**src/rtl/axi_b_resp_tracker.sv**
```systemverilog
// In-order AXI write-response tracker: AW {id,user} FIFO popped by downstream completions into a registered B beat.
// Optional AXI_B_DECERR_EN adds done_decerr_i, which returns DECERR with priority over SLVERR.
module axi_b_resp_tracker #(
    parameter int ID_WIDTH     = 4,
    parameter int USER_WIDTH   = 1,
    parameter int BUFFER_DEPTH = 4,
    localparam int CNT_W       = $clog2(BUFFER_DEPTH + 1)
) (
    input  logic                  clk_i,
    input  logic                  rst_i,
    input  logic                  aw_valid_i,
    input  logic [ID_WIDTH-1:0]   aw_id_i,
    input  logic [USER_WIDTH-1:0] aw_user_i,
    output logic                  aw_ready_o,
    input  logic                  done_valid_i,
    input  logic                  done_err_i,
`ifdef AXI_B_DECERR_EN
    input  logic                  done_decerr_i,
`endif
    output logic                  done_ready_o,
    output logic                  b_valid_o,
    output logic [ID_WIDTH-1:0]   b_id_o,
    output logic [1:0]            b_resp_o,
    output logic [USER_WIDTH-1:0] b_user_o,
    input  logic                  b_ready_i,
    output logic [CNT_W-1:0]      outstanding_o
);

    localparam int PTR_W = (BUFFER_DEPTH > 1) ? $clog2(BUFFER_DEPTH) : 1;
    localparam int ENT_W = ID_WIDTH + USER_WIDTH;
    localparam logic [PTR_W-1:0] PTR_LAST = PTR_W'(BUFFER_DEPTH - 1);
    localparam logic [CNT_W-1:0] CNT_FULL = CNT_W'(BUFFER_DEPTH);
    localparam logic [1:0] RESP_OKAY   = 2'b00;
    localparam logic [1:0] RESP_SLVERR = 2'b10;
`ifdef AXI_B_DECERR_EN
    localparam logic [1:0] RESP_DECERR = 2'b11;
`endif

    logic [ENT_W-1:0]      mem_reg [BUFFER_DEPTH];
    logic [PTR_W-1:0]      wr_ptr_reg, wr_ptr_next;
    logic [PTR_W-1:0]      rd_ptr_reg, rd_ptr_next;
    logic [CNT_W-1:0]      count_reg, count_next;
    logic                  b_valid_reg, b_valid_next;
    logic [ID_WIDTH-1:0]   b_id_reg, b_id_next;
    logic [1:0]            b_resp_reg, b_resp_next;
    logic [USER_WIDTH-1:0] b_user_reg, b_user_next;

    logic             full;
    logic             empty;
    logic             push;
    logic             pop;
    logic [1:0]       pop_resp;
    logic [ENT_W-1:0] head;

    function automatic logic [PTR_W-1:0] ptr_inc(input logic [PTR_W-1:0] p);
        return (p == PTR_LAST) ? '0 : p + PTR_W'(1);
    endfunction

    // The occupancy counter alone decides full/empty, so pointer equality is never needed.
    assign full  = (count_reg == CNT_FULL);
    assign empty = (count_reg == '0);

    assign aw_ready_o   = !full;
    assign done_ready_o = !empty && (!b_valid_reg || b_ready_i);
    assign push         = aw_valid_i && aw_ready_o;
    assign pop          = done_valid_i && done_ready_o;
    assign head         = mem_reg[rd_ptr_reg];

    always_comb begin
        pop_resp = RESP_OKAY;
`ifdef AXI_B_DECERR_EN
        if (done_decerr_i) begin
            pop_resp = RESP_DECERR;
        end else if (done_err_i) begin
            pop_resp = RESP_SLVERR;
        end
`else
        if (done_err_i) begin
            pop_resp = RESP_SLVERR;
        end
`endif
    end

    always_comb begin
        wr_ptr_next = wr_ptr_reg;
        rd_ptr_next = rd_ptr_reg;
        count_next  = count_reg;
        if (push) begin
            wr_ptr_next = ptr_inc(wr_ptr_reg);
        end
        if (pop) begin
            rd_ptr_next = ptr_inc(rd_ptr_reg);
        end
        case ({push, pop})
            2'b10:   count_next = count_reg + CNT_W'(1);
            2'b01:   count_next = count_reg - CNT_W'(1);
            default: count_next = count_reg;
        endcase
    end

    // A pop in the handshake cycle reloads the beat, keeping b_valid high back-to-back.
    always_comb begin
        b_valid_next = b_valid_reg;
        b_id_next    = b_id_reg;
        b_resp_next  = b_resp_reg;
        b_user_next  = b_user_reg;
        if (pop) begin
            b_valid_next = 1'b1;
            b_id_next    = head[ENT_W-1:USER_WIDTH];
            b_user_next  = head[USER_WIDTH-1:0];
            b_resp_next  = pop_resp;
        end else if (b_valid_reg && b_ready_i) begin
            b_valid_next = 1'b0;
        end
    end

    // Storage has no reset; pointers and count flush it.
    always_ff @(posedge clk_i) begin
        if (push) begin
            mem_reg[wr_ptr_reg] <= {aw_id_i, aw_user_i};
        end
    end

    always_ff @(posedge clk_i) begin
        if (rst_i) begin
            wr_ptr_reg  <= '0;
            rd_ptr_reg  <= '0;
            count_reg   <= '0;
            b_valid_reg <= 1'b0;
            b_id_reg    <= '0;
            b_resp_reg  <= RESP_OKAY;
            b_user_reg  <= '0;
        end else begin
            wr_ptr_reg  <= wr_ptr_next;
            rd_ptr_reg  <= rd_ptr_next;
            count_reg   <= count_next;
            b_valid_reg <= b_valid_next;
            b_id_reg    <= b_id_next;
            b_resp_reg  <= b_resp_next;
            b_user_reg  <= b_user_next;
        end
    end

    assign b_valid_o     = b_valid_reg;
    assign b_id_o        = b_id_reg;
    assign b_resp_o      = b_resp_reg;
    assign b_user_o      = b_user_reg;
    assign outstanding_o = count_reg;

endmodule

```
**config.mk**
```make
export PLATFORM = sky130hd
export DESIGN_NAME = axi_b_resp_tracker
export DESIGN_NICKNAME = d
export VERILOG_FILES = /design/src/rtl/axi_b_resp_tracker.sv
export SDC_FILE = /design/constraint.sdc
export NUM_CORES = 1
export LEC_CHECK = 0
export CORE_MARGIN = 10
export CORE_UTILIZATION = 40
export DETAILED_ROUTE_END_ITERATION = 10
export PLACE_DENSITY = 0.73
export SETUP_SLACK_MARGIN = 0.2
export SYNTH_ARGS = -nofsm -noshare
export SYNTH_HDL_FRONTEND = slang
export SYNTH_SLANG_ARGS = --single-unit
```
**constraint.sdc**
```tcl
create_clock -name clk_i -period 2.35 [get_ports clk_i]
set_input_delay 0.3525 -clock clk_i [delete_from_list [all_inputs] [get_ports clk_i]]
set_output_delay 0.3525 -clock clk_i [all_outputs]
set_load 0.02 [all_outputs]
```
; ---- Yosys cells after proc, flatten, opt, wreduce, memory -nomap -nowiden
; Memories as Yosys holds them, arrays and structs flattened. A register that Yosys moved wholly into a read port is not among the register bits.
; Index checks and enable logic that the tools add are counted.
[word_totals]
elab_cells = 34
inputBits = 11
mem_bits_rw = 20
mem_count = 1
ff_bits = 10
output_inout_bits = 13
[memory_table]
columns = memory, words, width, rd, rd_ports_with_merged_regs, write_ports, line
row1 = mem_reg, 4, 5, 1, 1, 1, 39  ; logic [ENT_W-1:0] mem_reg [BUFFER_DEPTH];
[op_classes]
n_eq_ne = 5
n_mux = 8
add_sub_neg = 4
n_reduce_logical = 11
[ops]
columns = op, n
row1 = 2-bit == test (second input constant), 3
row2 = 2-bit two-way mux, 3
row3 = 3-bit one-hot mux with 2 select lines, 1
row4 = 2-bit by 1-bit adder with 2-bit output (second input constant), 2
row5 = 1-bit logical AND, 4
row6 = 1-bit two-way mux, 4
row7 = 2-bit nonzero test, 2
row8 = 3-bit by 1-bit adder with 3-bit output (second input constant), 1
row9 = 3-bit == test (second input constant), 1
row10 = 1-bit logical NOT, 3
row11 = 3-bit logical NOT, 1
row12 = 3-bit by 1-bit subtractor with 3-bit output (second input constant), 1
row13 = 2-bit by 1-bit == test with 1-bit output (second input constant), 1
row14 = 1-bit logical OR, 1

; ---- Logic depth before layout (Yosys ltp)
; Gate-level depths: netlist of the first run.
[depth]
depth_word = 6
ltp_mapped = 9
mapped_depth_nobuf = 8

; ---- Least setup slack after synthesis of the first run
; OpenSTA, ideal clock, no wires.
[synth_timing]
kind = reg2reg
from = reg count_reg[2], in the netlist outstanding_o[2]
to = reg count_reg[2], in the netlist outstanding_o[2]
arrival_ns = 2.326
path_stages_with_launch = 10
synth_period_minus_slack_ns = 2.397
path_slack_ns = -0.047
setup_time_ns = 0.071
required_time_ns = 2.279
n_path_buf = 1
cell_sequence = dfxtp_1 or3b_1 buf_6 nand2_1 ha_1 inv_1 fa_1 xor2_1 or3_2 a21oi_1
[synth_between]
word_cells_on_any_way = 13
cone_classes = add/sub: 2 / eq/ne: 3 / mux: 1 / reduce/logical: 7
[synth_lines]
columns = item, line
row1 = "start, declared", 42  ; logic [CNT_W-1:0] count_reg, count_next;
row2 = "start signal, assigned", 136  ; count_reg <= count_next;
row3 = 3-bit == test (*), 60  ; assign full = (count_reg == CNT_FULL);
row4 = 1-bit logical NOT (*), 63  ; assign aw_ready_o = !full;
row5 = named net aw_ready_o, 14  ; output logic aw_ready_o,
row6 = 1-bit logical AND (*), 65  ; assign push = aw_valid_i && aw_ready_o;
row7 = 2-bit by 1-bit == test with 1-bit output / 2-bit == test (equally long branches), 94  ; case ({push, pop})
row8 = 3-bit one-hot mux with 2 select lines / 2-bit nonzero test (equally long branches), n/a
; Mark *: on every way through the listed nets, which the timed path passes. The rest lies on a longest branch.
; A chain may end at the register's enable or synchronous reset.

; ---- Final worst setup path of the first run
[layout_timing]
from = reg count_reg[1], in the netlist outstanding_o[1]
to = reg count_reg[2], in the netlist outstanding_o[2]
[layout_between]
elab_chain_len = 6
word_cells_on_any_way = 13
cone_classes = add/sub: 2 / eq/ne: 3 / mux: 1 / reduce/logical: 7
[layout_rtl]
columns = item, line
row1 = 3-bit logical NOT, 61  ; assign empty = (count_reg == '0);
row2 = 1-bit logical NOT, 64  ; assign done_ready_o = !empty && (!b_valid_reg || b_ready_i);
row3 = 1-bit logical AND, 64
row4 = 1-bit logical AND, 66  ; assign pop = done_valid_i && done_ready_o;
row5 = 2-bit by 1-bit == test with 1-bit output / 2-bit == test (equally long branches), 94
row6 = 3-bit one-hot mux with 2 select lines / 2-bit nonzero test (equally long branches), n/a
; Several ways; a longest one is shown, not always the timed one.

==> reports/qor.txt, run 1 <==
outcome - completed
first-pass GRT wire length - 5070 um
Die ar. - 6620 um2
Rows - 22
GP Congestion - 0.747
largest net degree at the start of global routing - 15
VDD IR max - 505 uV
CTS Sinks - 34
Root Driver - clkbuf_8
routed wire length - 3280 um
pre-CTS setup slack - -133 ps
Final period util - 89.9%
Synth top area share - 39.9%
Post-Syn Area - 1510 um2
Pleak - 0.690 nW
final slew viol count - 0
post-layout min period - 2110 ps
Seq/Total Area, Yosys - 58.5%
Synth Instances - 117
nets - 162
Reg clk slew, reported paths - 80 ps
FFs w/ async S/R, synth - 0%
CTS tree - built
number of flops mapped to enable cells by yosys - 20
element type at the critical path end - flip-flop
synth-to-layout area growth - 29.6%
Boundary Pins - 24
crit path DAT - 2320 ps
startpoint types - flip-flop
DR vias - 1043
Die W - 81.4 um
post-route ant nets - 0
clock power share - 23.7%
Slew HR - 59.3%
switching power - 0.757 mW
Synth area leaders - edfxtp_1, dfxtp_1, mux4_2
syn_nets - 135
CTS Buf Count - 5
max-cap violation count - 0
floorplan core area - 3660 um2
clk_skew - 13.3 ps
final cell count without fillers - 193
internal power - 1.45 mW
Data required, critical path - 2560 ps
part of the power in registers - 38.0%
Least-Margin Pin Slew - 609 ps
H-tree levels - 2
Initial DRC Count - 91
Hold-fix buffers, CTS - 0
RSZ-0062 raised after global routing - true
DR vias/cell - 5.40
fin util - 53.3%
Initial Util - 41.1%
setup ws final - 238 ps
worst skew pair latency - 290 ps
critical path class - flip-flop to flip-flop
All-Layer GR Usage - 10.3%
#FFs+latches synth - 34
fmax - 0.473 GHz
# port buffers - 22
cell taking the most area after synthesis - edfxtp_1
max FFs per register - 20
hpwl dp - 2400 um
Setup violations, final - 0
DIE HEIGHT - 81.4 um
1st-pass router iterations - 4
antenna violations before repair - 0
Warnings, synthesis - 0
number of remaining DRC errors - 0
final hold vios - 0
Comb pwr share - 38.3%
worst hold path type - flip-flop to flip-flop
Synth Flop Type - edfxtp_1
vias in the first global route - 1069
Final Power - 2.21 mW
Cells after DPL - 185
fraction of layout cells with a size suffix above 1 - 26.9%
total grt overflow - 0
PwrDens - 1130 nW/um2
Avg Cell Area, Syn - 12.9 um2
crit path max fanout - 6
clk buf depth - 2
Cell variety after synth - 30
switching share of power - 34.2%
DR WL/cell - 17.0 um
most frequent cells in the layout - clkdlybuf4s50_1, edfxtp_1, a21oi_1, dfxtp_1
antenna cells - 0
power by group through the flow:
stage               sequential (mW)  clock [mW]  combinational [mW]
finish                        0.839       0.524               0.847
global route                  0.858       0.549               0.909
CTS                           0.842       0.527               0.853
detailed placement            0.855           0               0.832
global placement              0.846           0               0.798
floorplan                     0.882           0               0.496
critical path, stage by stage (launching register included):
cell and delay (ps):
dfxtp_4 360, or3b_1 430, nand2_4 100, ha_4 130
inv_2 40, fa_2 350, xor2_1 180, or3_4 320
a21oi_1 120
per-stage QoR:
| step | cell area, um2 | hold slack, ps | TNS [ps] |
|---|---|---|---|
| finish | 1950 | 477 | 0 |
| global route | 1950 | 506 | 0 |
| CTS | 1950 | 481 | 0 |
| detailed placement | 1830 | 471 | -133 |
| global placement | 1830 | 453 | -70.7 |
| floorplan | 1550 | 422 | 0 |
path summary, 6_finish.rpt:
kind | start | to | slack [ps] | cells past startpoint
worst max-delay path | outstanding_o[1]$_SDFFE_PP0P_ | outstanding_o[2]$_SDFFE_PP0P_ | 240 | 8
worst min-delay path | b_id_o[3]$_SDFFE_PP0P_ | b_id_o[3]$_SDFFE_PP0P_ | 480 | 2
worst max register to register | outstanding_o[1]$_SDFFE_PP0P_ | outstanding_o[2]$_SDFFE_PP0P_ | 240 | 8
worst min register to register | b_id_o[3]$_SDFFE_PP0P_ | b_id_o[3]$_SDFFE_PP0P_ | 480 | 2
cell usage after synthesis (all sizes together) (2+ instances only):
master and count:
xor2 2, inv 5, o31ai 8, buf 8, mux4 5, nand3 2
a21oi 13, nor3 2, or3 2, nor2 7, nand4 8, ha 6
dfxtp 14, a21o 2, edfxtp 20, and3 4
area by class of cell:
cell class / count / area (um2)
multi-input combinational: 68 / 593
clock inverter: 3 / 40.0
fill: 315 / 1710
inverter: 6 / 23.8
tap: 48 / 60.1
sequential: 34 / 892
clock buffer: 5 / 68.8
timing repair buffer: 29 / 274
metal layers:
| layer | share of wire, % | vias up | track usage (%) |
|---|---|---|---|
| met4 | 2.1 | 0 | 5.36 |
| met5 | 0 | - | 0 |
| met3 | 6.2 | 8 | 3.64 |
| met1 | 42 | 515 | 10.9 |
| li1 | - | 494 | - |
| met2 | 50 | 26 | 17.5 |
kinds of logic after synthesis:
family / after synthesis / synth area share (%)
AOI/OAI and AO/OA: 24 / 10.1
buffers and inverters: 15 / 4.82
muxes: 5 / 7.48
xor gates and xnor gates: 2 / 1.16
DFF: 34 / 58.5
other: 1 / 0.249
and+or+nand+nor: 29 / 11.4
adders and majority gates: 7 / 6.31
repair_timing:
action,4_1_cts,5_1_grt
gates cloned,0,0
endpoints found under the setup margin,2,2
pin swaps,0,1
buffers inserted,0,0
gates resized for setup,3,1
Note: power is estimated with default switching activity, not from simulation.
==> run 2, diff against run 1 <==
Settings changed: PLACE_DENSITY 0.73 to default.
==> run 2 against run 1 <==
Compared with the run above:
- global-route usage shrank 0.35 points
- register-to-register slack gained 40 ps
- core utilization grew 0.38 points
- flip-flop and latch count is the same
- combinational power shrank 0.9%
- final area grew 0.71%
- clock power grew 2%
- critical path depth is the same
- die area is the same
- maximum frequency grew 1.8%
- count of clock-buffer cells in the layout is the same
- critical path type unchanged
- highest routed layer unchanged
==> reports/qor.txt, run 2 (synthesis gave the netlist of run 1 again) <==
outcome - completed
Root Driver - clkbuf_8
worst hold path type - flip-flop to flip-flop
Cells after DPL - 185
switching power - 0.753 mW
crit path DAT - 2280 ps
CTS Sinks - 34
Worst Hold End - b_resp_o[1]$_SDFFE_PP0P_
worst hold slack - 471 ps
total negative slack - 0 ps
DR WL/cell - 15.5 um
antenna violations before repair - 0
fmax - 0.482 GHz
critical path class - flip-flop to flip-flop
worst skew pair latency - 290 ps
floorplan core area - 3660 um2
clk_skew - 4.96 ps
final hold vios - 0
Pleak - 0.687 nW
Boundary Pins - 24
RSZ-0062 raised after global routing - true
switching share of power - 33.9%
Setup violations, final - 0
largest net degree at the start of global routing - 15
setup ws final - 275 ps
GP Congestion - 0.772
setup bufs post-CTS - 0
final non-filler cell area - 1970 um2
crit path max fanout - 6
DIE HEIGHT - 81.4 um
post-layout min period - 2080 ps
vias in the first global route - 1029
CTS Buf Count - 5
fin util - 53.7%
most frequent cells in the layout - clkdlybuf4s50_1, edfxtp_1, a21oi_1, dfxtp_1
antenna cells - 0
HP Start - b_resp_o[1]$_SDFFE_PP0P_
first-pass GRT wire length - 5040 um
synth-to-layout area growth - 30.5%
flop2flop setup slack - 270 ps
Data required, critical path - 2560 ps
# fillers - 315
startpoint types - flip-flop
element type at the critical path end - flip-flop
Die ar. - 6620 um2
Worst R2R Start - outstanding_o[2]$_SDFFE_PP0P_
internal power - 1.47 mW
part of the power in registers - 38.1%
routed wire length - 3000 um
clk buf depth - 2
post-route ant nets - 0
# port buffers - 22
Worst R2R Path Depth - 8
pre-CTS setup slack - -104 ps
nets - 162
Initial Util - 41.1%
total grt overflow - 0
max FFs per register - 20
PwrDens - 1130 nW/um2
1st-pass router iterations - 4
hpwl dp - 2140 um
VDD IR max - 382 uV
Initial DRC Count - 80
All-Layer GR Usage - 9.93%
Hold Path Stages - 2
Reg clk slew, reported paths - 70 ps
Slew HR - 61.6%
clock power share - 24.1%
H-tree levels - 2
CTS tree - built
DP Area - 1830 um2
Least-Margin Pin Slew - 574 ps
DR vias - 995
Die W - 81.4 um
Rows - 22
r2r endpoint - outstanding_o[2]$_SDFFE_PP0P_
final slew viol count - 0
DR vias/cell - 5.16
Final Power - 2.22 mW
final cell count without fillers - 193
Final period util - 88.3%
max-cap violation count - 0
Comb pwr share - 37.8%
number of remaining DRC errors - 0
fraction of layout cells with a size suffix above 1 - 27.6%
[run 2: changes by cell type in the layout (fill, tap and decap cells not counted), sizes merged]
cell / previous run / this run
clkinv: 3 / 1
clkinvlp: 0 / 2
[run 2: metal layers]
metal | GRT usage, % | part of all wire (%) | wire, um
met5 | 0 | 0 | 0
met2 | 14.6 | 45 | 1340
met3 | 4.64 | 7.7 | 232
met1 | 12.4 | 46 | 1380
met4 | 3.63 | 1.4 | 42
[run 2: critical path, cell delays in order, from the launching register on]
cell and delay (ps):
dfxtp_4 380, or3b_4 410, nand2_4 90, ha_4 130, inv_2 40, fa_2 340, xor2_1 170, or3_4 320
a21oi_1 110
[run 2: worst max-delay path by stage]
stage,slack [ps],cells past startpoint,to,start
final,270,8,outstanding_o[2]$_SDFFE_PP0P_,outstanding_o[2]$_SDFFE_PP0P_
after global routing,180,9,outstanding_o[2]$_SDFFE_PP0P_,b_ready_i
after CTS,190,9,outstanding_o[2]$_SDFFE_PP0P_,done_valid_i
after detailed placement,-100,9,outstanding_o[2]$_SDFFE_PP0P_,done_valid_i
after global placement,-70,9,outstanding_o[2]$_SDFFE_PP0P_,done_valid_i
after floorplan,220,9,outstanding_o[2]$_SDFFE_PP0P_,outstanding_o[1]$_SDFFE_PP0P_
[run 2: area by class of cell]
cell class	count	area (um2)	share of cell area, %
inverters	6	23.8	1.21
multi-input cells	68	602	30.6
flip-flops and latches	34	892	45.4
repair buffers	29	274	13.9
clock buffers	5	68.8	3.50
well taps	48	60.1	3.06
clock inverters	3	45.0	2.29
[run 2: repair_timing]
action | 4_1_cts | 5_1_grt
endpoints found under the setup margin | 2 | 2
hold buffers | 0 | 0
hold endpoints to repair | 0 | 0
pin swaps | 0 | 1
gates resized for setup | 1 | 5
[run 2: power groups by stage]
stage	registers [mW]	logic (mW)	clock network, mW
6_report	0.847	0.839	0.535
5_1_grt	0.865	0.931	0.581
4_1_cts	0.839	0.818	0.550
3_5_place_dp	0.851	0.817	0
3_3_place_gp	0.847	0.812	0
2_1_floorplan	0.882	0.496	0
